## config.mk

```make
export PLATFORM = sky130hd
export DESIGN_NAME = fir_mac_sequencer
export DESIGN_NICKNAME = d
export VERILOG_FILES = /design/src/rtl/fir_mac_sequencer.sv
export SDC_FILE = /design/constraint.sdc
export NUM_CORES = 1
export LEC_CHECK = 0
export BUFFER_PORTS_ARGS = -buffer_cell sky130_fd_sc_hd__buf_2
export CORE_ASPECT_RATIO = 1.25
export CORE_UTILIZATION = 40
export DETAILED_ROUTE_END_ITERATION = 10
export PLACE_DENSITY_LB_ADDON = 0.08
export SLEW_MARGIN = 20
export SYNTH_ARGS = -nofsm -noshare
export SYNTH_HDL_FRONTEND = slang
export SYNTH_SLANG_ARGS = --single-unit
```

## constraint.sdc

```tcl
create_clock -name clk -period 3.9 [get_ports clk]
set_input_delay 0.975 -clock clk [delete_from_list [all_inputs] [get_ports clk]]
set_output_delay 0.975 -clock clk [all_outputs]
set_load 0.02 [all_outputs]
```

## src/rtl/fir_mac_sequencer.sv

```systemverilog
// fir_mac_sequencer
//   Time-multiplexed FIR controller acting as operand initiator for a shared,
//   combinational MAC (mac_out = mac_a*mac_b + mac_c). Each accepted sample is
//   written into a circular history. NTAPS taps are then fed to the MAC, one
//   per cycle, with the running accumulator looped back on mac_c. The 48-bit
//   sum is rounded half-up, shifted right by SHIFT, and then clipped (or wrapped)
//   to OUT_W bits. The result is presented on a valid/ready handshake.
//
//   Optional build macro: FIR_SEQ_SAT_EN
//     defined   -> result saturates to OUT_W range, sat_flag reports clipping
//     undefined -> result wraps to its low OUT_W bits, sat_flag is always 0
//
// Ports
//   clk, rst              clock, synchronous active-high reset
//   in_data/valid/ready   sample input handshake
//   coef_we/addr/data     coefficient RAM write port (honoured in IDLE only)
//   mac_a/b/c, mac_out    operands to / result from the shared MAC
//   out_data/valid/ready  filtered sample output handshake
//   sat_flag              out_data was clipped (qualified by out_valid)
module fir_mac_sequencer #(
  parameter int NTAPS  = 32,
  parameter int DATA_W = 24,
  parameter int OUT_W  = 24,
  parameter int SHIFT  = 17,
  localparam int AW    = $clog2(NTAPS)
) (
  input  logic              clk,
  input  logic              rst,
  input  logic [DATA_W-1:0] in_data,
  input  logic              in_valid,
  output logic              in_ready,
  input  logic              coef_we,
  input  logic [AW-1:0]     coef_addr,
  input  logic [17:0]       coef_data,
  output logic [24:0]       mac_a,
  output logic [17:0]       mac_b,
  output logic [47:0]       mac_c,
  input  logic [47:0]       mac_out,
  output logic [OUT_W-1:0]  out_data,
  output logic              out_valid,
  input  logic              out_ready,
  output logic              sat_flag
);

  localparam logic [2:0] S_CLEAR  = 3'd0;
  localparam logic [2:0] S_IDLE   = 3'd1;
  localparam logic [2:0] S_ACCUM  = 3'd2;
  localparam logic [2:0] S_ROUND  = 3'd3;
  localparam logic [2:0] S_OUTPUT = 3'd4;

  localparam logic [AW-1:0]     LAST = AW'(NTAPS - 1);
  localparam logic signed [47:0] HALF = 48'sd1 <<< (SHIFT - 1);

  logic [2:0]               state;
  logic [AW-1:0]            wr_ptr, rd_ptr, tap;
  logic signed [47:0]       acc;
  logic signed [DATA_W-1:0] hist [NTAPS];
  logic signed [17:0]       coef [NTAPS];

  logic          accept;
  logic [AW-1:0] wr_next, rd_prev;

  assign accept  = (state == S_IDLE) && in_valid && in_ready;
  // Explicit wrap so NTAPS need not be a power of two.
  assign wr_next = (wr_ptr == LAST) ? '0 : wr_ptr + 1'b1;
  assign rd_prev = (rd_ptr == '0) ? LAST : rd_ptr - 1'b1;

  // MAC operands are driven only while accumulating; zero otherwise so they
  // sit at their reset value until the first tap is issued.
  always_comb begin
    mac_a = '0;
    mac_b = '0;
    mac_c = '0;
    if (state == S_ACCUM) begin
      mac_a = 25'(hist[rd_ptr]);
      mac_b = coef[tap];
      mac_c = acc;
    end
  end

  // Round half-up then arithmetic shift, all at 48 bits.
  logic signed [47:0]  rsum, rsh;
  logic [OUT_W-1:0]    rnd_data;
  logic                rnd_sat;

  assign rsum = acc + HALF;
  assign rsh  = rsum >>> SHIFT;

`ifdef FIR_SEQ_SAT_EN
  localparam logic signed [47:0] OMAX = (48'sd1 <<< (OUT_W - 1)) - 48'sd1;
  localparam logic signed [47:0] OMIN = -(48'sd1 <<< (OUT_W - 1));

  always_comb begin
    rnd_data = rsh[OUT_W-1:0];
    rnd_sat  = 1'b0;
    if (rsh > OMAX) begin
      rnd_data = OMAX[OUT_W-1:0];
      rnd_sat  = 1'b1;
    end else if (rsh < OMIN) begin
      rnd_data = OMIN[OUT_W-1:0];
      rnd_sat  = 1'b1;
    end
  end
`else
  // Two's-complement wrap: upper bits are deliberately discarded.
  logic unused_rnd_hi;
  assign unused_rnd_hi = ^rsh[47:OUT_W];
  assign rnd_data      = rsh[OUT_W-1:0];
  assign rnd_sat       = 1'b0;
`endif

  // History: cleared entry-by-entry in CLEAR, written on accept.
  always_ff @(posedge clk) begin
    if (!rst) begin
      if (state == S_CLEAR)
        hist[tap] <= '0;
      else if (accept)
        hist[wr_next] <= $signed(in_data);
    end
  end

  // Coefficient RAM has no reset; writes only land between samples.
  always_ff @(posedge clk) begin
    if (!rst && coef_we && (state == S_IDLE))
      coef[coef_addr] <= $signed(coef_data);
  end

  always_ff @(posedge clk) begin
    if (rst) begin
      state     <= S_CLEAR;
      in_ready  <= 1'b0;
      out_valid <= 1'b0;
      out_data  <= '0;
      sat_flag  <= 1'b0;
      acc       <= '0;
      wr_ptr    <= '0;
      rd_ptr    <= '0;
      tap       <= '0;
    end else begin
      case (state)
        S_CLEAR: begin
          tap <= tap + 1'b1;
          if (tap == LAST) begin
            tap      <= '0;
            in_ready <= 1'b1;
            state    <= S_IDLE;
          end
        end
        S_IDLE: begin
          if (accept) begin
            wr_ptr   <= wr_next;
            rd_ptr   <= wr_next;   // tap 0 reads the newest sample
            acc      <= '0;
            tap      <= '0;
            in_ready <= 1'b0;
            state    <= S_ACCUM;
          end
        end
        S_ACCUM: begin
          acc    <= $signed(mac_out);
          rd_ptr <= rd_prev;
          tap    <= tap + 1'b1;
          if (tap == LAST) begin
            tap   <= '0;
            state <= S_ROUND;
          end
        end
        S_ROUND: begin
          out_data  <= rnd_data;
          sat_flag  <= rnd_sat;
          out_valid <= 1'b1;
          state     <= S_OUTPUT;
        end
        S_OUTPUT: begin
          if (out_ready) begin
            out_valid <= 1'b0;
            in_ready  <= 1'b1;
            state     <= S_IDLE;
          end
        end
        default: begin
          in_ready <= 1'b0;
          state    <= S_CLEAR;
        end
      endcase
    end
  end

endmodule

```

==> results of run 1 <==
-- worst paths after layout --
check / end / cells after the start / slack (ns)
hold reg to reg: wr_ptr[4] / 2 / 0.47
setup / recovery: mac_b[15] / 6 / -0.02
hold / removal: acc[39] / 3 / 0.43
setup reg to reg: hist[9][17] / 8 / 0.76
-- power by group --
group	total (mW)	internal, mW	switching, mW
logic	1.22	0.548	0.671
registers	16.9	16.9	0.0299
clock network	13.8	7.81	5.98
total	31.9	25.2	6.68
-- cells by family after synthesis --
kind of cell / Yosys count / synth area share (%)
AND/OR/NAND/NOR: 409 / 3.57
other: 1 / 0.00665
flip-flops: 1446 / 75.1
adder cells (fa/ha/maj): 6 / 0.133
AO/OA/AOI/OAI: 353 / 4.64
multiplexers: 464 / 14.8
XOR/XNOR: 20 / 0.310
buffers and inverters: 199 / 1.45
-- registers in the layout, indices dropped and copies added (netlist names), named ones only --
name,cells
acc,48
out_data,24
hist,768
tap,5
in_ready,1
coef,576
wr_ptr,5
out_valid,1
state,3
rd_ptr,5
-- layout make-up --
type | count | area share, %
Antenna cell | 3 | 0.0108
Clock buffer | 170 | 5.46
Clock inverter | 97 | 1.33
Inverter | 12 | 0.0686
Multi-Input combinational cell | 1253 | 21.0
Sequential cell | 1446 | 61.2
Tap cell | 1860 | 3.36
Timing Repair Buffer | 543 | 7.58
-- repair_timing --
item	CTS	global route
setup buffers	55	19
endpoints found under the setup margin	43	42
gates cloned	13	10
resized for setup	192	93
endpoints found under the hold margin	0	0
hold buffers	0	0
pin swaps	26	34
-- layer usage --
metal	share of wire, %	vias to the layer above	routed length (µm)	track usage [%]
met5	0.022	-	35	0
met4	4.0	6	6440	9.56
met3	4.2	250	6810	3.55
met2	53	795	85900	40.0
met1	39	16058	63100	27.6
li1	-	13022	-	-
-- cells in the final DEF (no fill, tap or decap), types with 24 or more instances in the layout --
master	n
edfxtp_1	1344
mux4_2	294
buf_4	221
buf_2	185
clkbuf_16	157
mux2i_1	136
nor2_1	104
nand2_1	99
dfxtp_1	96
buf_12	74
and2_1	47
a2bb2oi_1	46
a221o_1	39
clkinv_1	31
and3_1	30
clkinv_2	30
buf_6	27
a22oi_2	25
nor2_2	25
a21oi_4	24
-- tightest hold or removal path, cell delays in order --
cell and delay (ns):
buf_2 0.08, a2bb2oi_1 0.05, nor2_1 0.07
-- synthesized netlist by cell type, types with 30 or more instances --
master / instances
a21oi_1: 45
a221o_1: 42
a221oi_1: 30
a22oi_1: 44
a2bb2oi_1: 46
a31oi_1: 46
and2_1: 51
and3_1: 31
buf_2: 49
clkbuf_1: 111
dfxtp_1: 102
edfxtp_1: 1344
mux2i_1: 169
mux4_2: 294
nand2_1: 99
nor2_1: 134
o21ai_0: 37
-- stage by stage --
stage               setup WS [ns]  hold slack [ns]  utilization, %
finish                    -0.0192            0.434            49.7
detailed placement        -0.0805            0.459            44.5
global placement          -0.0894            0.452            44.5
CTS                       -0.0940            0.373            49.1
global route              -0.0952            0.404            49.7
floorplan                 -0.0956            0.441               -
==> run summary, run 1 <==
Worst-Skew Late Latency = 0.79 ns
Fill count = 11371
Primary FF master, synth = edfxtp_1
Post-Syn Instances = 2898
Dpl cell area = 62100 µm²
Nature of the critical path endpoint = output pin
Worst min-delay path class = in -> reg
Post-synth EDFFs = 1344
Total power = 31.9 mW
Layout cells sized above 1 = 35.8%
#FFs+latches synth = 1446
Design Area, Final = 69300 µm²
Worst vdd ir = 0.445 mV
Setup CP Type = reg -> out
Final worst setup slack = -0.0192 ns
Clock sinks = 1446
Num CTS Buffers = 148
Crit path time final = 3.92 ns
Setup TNS = -0.0370 ns
Max_cap viols = 0
Pre-antenna DRT Iters = 5
Gr usage total = 22.8%
IO Pins = 218
Unique masters post-synth = 56
Arr. time, crit path = 2.94 ns
YS warnings = 0
CTS tree = built
Hold path start = mac_out[39]
Vias in the first global route = 31307
H-tree depth = 4
Max incr delay on CP = 0.54 ns
Vias per inst = 5.60
Violated checks = negative setup slack
Worst r2r src = wr_ptr[0]
Max_slew headroom = 24.4%
Drt total wl = 162 mm
DRC viols = 0
Critical path fanouts, max = 10
Total gr overflow = 0
CP cell instances = buf_12, buf_8, mux4_2, a22oi_2, a31oi_1, buf_4
Top cell type's share of synthesized area = 71.5%
RePlAce Congestion = 0.846
Top post-synthesis cells by area = edfxtp_1, mux4_2, dfxtp_1, mux2i_1, nor2_1
RSZ-0062 raised after global routing = true
Non-Filler Instances = 5384
Initial Util = 40.4%
Synth area leader = edfxtp_1
Fin crit share = 100%
FP Rows = 153
Worst slew pin tran = 1.13 ns
Vias = 30131
FFs w/ async S/R, synth = 0%
Largest net degree at the start of global routing = 101
DRT antenna net count = 0
Final #Nets = 3510
Placed insts = 5019
First-pass GRT wire length = 229 mm
Die Footprint = 143000 µm²
Die width = 338 µm
CTS root buf = clkbuf_16
Synthesized area per cell = 19.5 µm²
Die extent in y = 422 µm
Initial antenna violation count = 5
Count of final setup violators = 2
Syn Nets = 3004
Worst path slowest cell = mux4_2
Max Buffers Root-to-Sink = 3
Footprint of the multi-input gates = 14600 µm²
Port Buffers = 216
WP buf/inv = 3
Register clock-pin slew on the reported worst setup and hold paths = 0.06 ns
Area Overhead vs Synth = 22.9%
DRT iter0 DRCs = 2314
Clock skew = 0.0206 ns
Standby leakage power = 21.5 nW
Pwr dens = 460 nW/µm²
Delay-heaviest family, CP = buffers and inverters
Detailed placement HPWL = 102 mm
WL/cell = 30.1 µm
Startpoint Class = register
Core ar. = 140000 µm²
Fin. Hold Viols = 0
Post-synthesis sequential area ratio = 75.1%
Outcome = finished with violations
Register area = 42400 µm²
Max Freq = 0.255 GHz
Synthesized area = 56400 µm²
CP required = 2.92 ns
Pins Over Slew Limit = 0
Note: power is estimated with default switching activity, not from simulation.
==> inputs of run 2 (changes only) <==
Settings changed: GPL_TIMING_DRIVEN set to 0.
==> run 2 against run 1 <==
The flow still finishes with violations (negative setup slack). Setup slack got worse by 0.074 ns. Clock-buffer cell count is 24 higher. Clock skew fell by 0.0023 ns. Cell count fell by 0.37%. Total power grew 1.0%. Core utilization up 0.51 points. Sequential power hardly changed. Hold slack worse by 0.0055 ns. Combinational power is essentially flat. Largest power group unchanged. Highest routed layer unchanged.
==> run summary, run 2 (synthesis results as in run 1) <==
Seq pwr share = 52.4% (-0.5 points)
Top Registers = hist x768, coef x576, acc x48
DRC viols = 0 (unchanged)
RSZ-0062 raised after global routing = true
Pre-CTS setup slack = -1.08 ns (-0.998 ns)
Num CTS Buffers = 147 (-0.68%)
Clock skew = 0.0183 ns (-0.00230 ns)
Register area = 42400 µm² (about the same)
First-pass GRT wire length = 238 mm (+3.8%)
Switching share of total power = 20.7% (-0.21 points)
Cell Int Power = 25.5 mW (+1.3%)
Vias per inst = 5.76 (+2.9%)
Worst slew pin tran = 1.19 ns (+0.0579 ns)
Drt total wl = 170 mm (+4.5%)
Pwr dens = 460 nW/µm² (about the same)
Total gr overflow = 0 (unchanged)
Initial Util = 40.4% (unchanged)
Arr. time, crit path = 3.02 ns (+0.08 ns)
CTS root buf = clkbuf_16
P_sw = 6.68 mW (about the same)
H-tree depth = 4 (unchanged)
Clock sinks = 1446 (unchanged)
Final worst setup slack = -0.0927 ns (-0.0735 ns)
Commonest non-fill, non-tap cell in the layout = edfxtp_1
Vias = 30880 (+2.5%)
Clock power share = 43.9% (+0.7 points)
CP required = 2.92 ns (about the same)
Port Buffers = 216 (unchanged)
Vias in the first global route = 32102 (+2.5%)
Worst min-delay path class = in -> reg
Die extent in y = 422 µm (unchanged)
Max_cap viols = 0 (unchanged)
Die Footprint = 143000 µm² (unchanged)
Initial antenna violation count = 5 (unchanged)
FP Rows = 153 (unchanged)
Worst vdd ir = 0.516 mV (+16%)
Worst-Skew Late Latency = 0.78 ns (about the same)
DRT antenna net count = 0 (unchanged)
Max_slew headroom = 20.5% (-3.9 points)
WL/cell = 31.6 µm (+4.9%)
Largest Register = hist
Setup TNS = -0.536 ns (-0.499 ns)
Pre-antenna DRT Iters = 5 (unchanged)
Core ar. = 140000 µm² (unchanged)
Detailed placement HPWL = 113 mm (+10%)
RePlAce Congestion = 0.890 (+5.2%)
Violated checks = negative setup slack
Startpoint Class = register
DRT iter0 DRCs = 2472 (+6.8%)
Register clock-pin slew on the reported worst setup and hold paths = 0.06 ns (about the same)
Standby leakage power = 21.4 nW (-0.50%)
Total power = 32.2 mW (+1.0%)
Crit path time final = 3.99 ns (+0.0735 ns)
Max Freq = 0.250 GHz (-1.8%)
Largest net degree at the start of global routing = 33 (-67%)
Pins Over Slew Limit = 0 (unchanged)
Max Buffers Root-to-Sink = 3 (unchanged)
Nature of the critical path endpoint = output pin
Count of final setup violators = 12 (+10)
Die width = 338 µm (unchanged)
Fill count = 11274 (-0.85%)
Final #Nets = 3488 (-0.63%)
Layout cells sized above 1 = 35.8% (about the same)
Combinational Power Share = 3.7% (about the same)
CTS tree = built
Largest register FFs = 768 (unchanged)
Most frequent cells in the layout = edfxtp_1, mux4_2, buf_2, clkbuf_16, mux2i_1
Footprint of the multi-input gates = 15000 µm² (+3.0%)
Fin. Hold Viols = 0 (unchanged)
Critical path fanouts, max = 10 (unchanged)
Gr usage total = 23.9% (+1.1 points)
Area Overhead vs Synth = 24.1%
IO Pins = 218 (unchanged)
Setup CP Type = reg -> out
Outcome = finished with violations
Fin crit share = 102% (+1.9 points)
[run 2: changes by cell type in the layout (fill, tap and decap cells not counted), sizes merged]
| cell | change |
|---|---|
| clkinvlp | -4 |
| bufbuf | -4 |
| inv | +3 |
| clkdlybuf4s15 | +2 |
| clkbuf | +121 |
| buf | -116 |
| diode | +2 |
| clkinv | -24 |
[run 2: per-layer routing]
metal | track usage, % | wire length, µm | share of wire [%]
met2 | 41.7 | 88500 | 52
met3 | 3.46 | 7700 | 4.5
met1 | 29.6 | 66500 | 39
met4 | 9.71 | 6820 | 4.0
met5 | 0 | 26 | 0.015
[run 2: per-stage QoR]
stage                     hold slack, ns  cell area, µm²  instances  util, %
after CTS                          0.376           69400       5339     49.8
after global routing               0.415           70000       5360     50.2
after floorplan                    0.441           56400       2898        -
after global placement             0.461           59800       4974     42.9
after detailed placement           0.470           61600       5018     44.1
final                              0.428           70100       5364     50.2
[run 2: path summary, 6_finish.rpt]
check | slack (ns) | to | start | cells after the start
worst min-delay path | 0.43 | acc[20] | mac_out[20] | 3
worst max register to register | 0.28 | hist[26][12] | state[1] | 6
worst max-delay path | -0.09 | mac_b[12] | register | 9
worst min register to register | 0.48 | wr_ptr[4] | wr_ptr[4] | 2
[run 2: critical path, stage by stage, from the launching register on]
cell and delay (ns):
dfxtp_4 0.36, buf_12 0.14, buf_16 0.15, buf_4 0.15, buf_8 0.15, mux4_2 0.23
mux2i_1 0.09, a221o_2 0.47, a31oi_2 0.27, buf_2 0.22
[run 2: cell type report]
| class | count | area share [%] |
|---|---|---|
| inverters | 12 | 0.0697 |
| plain buffers | 180 | 2.63 |
| clock inverters | 72 | 1.03 |
| well taps | 1860 | 3.32 |
| multi-input cells | 1253 | 21.4 |
| diodes | 5 | 0.0179 |
| repair buffers | 342 | 5.12 |
| clock buffers | 194 | 5.81 |
| flip-flops and latches | 1446 | 60.6 |
[run 2: power groups by stage]
stage	Sequential, mW	Clock [mW]	Combinational [mW]
after global placement	17.2	0	0.906
after CTS	16.9	14.4	1.19
after global routing	16.9	14.9	1.26
final	16.9	14.1	1.20
after floorplan	17.2	0	0.512
after detailed placement	17.2	0	0.979
[run 2: timing repair]
| item | 4_1_cts | 5_1_grt |
|---|---|---|
| endpoints found under the setup margin | 90 | 106 |
| hold buffers | 0 | 0 |
| setup buffers | 49 | 18 |
| cloned | 11 | 6 |
| gates resized for setup | 652 | 93 |
| pin swaps | 63 | 36 |
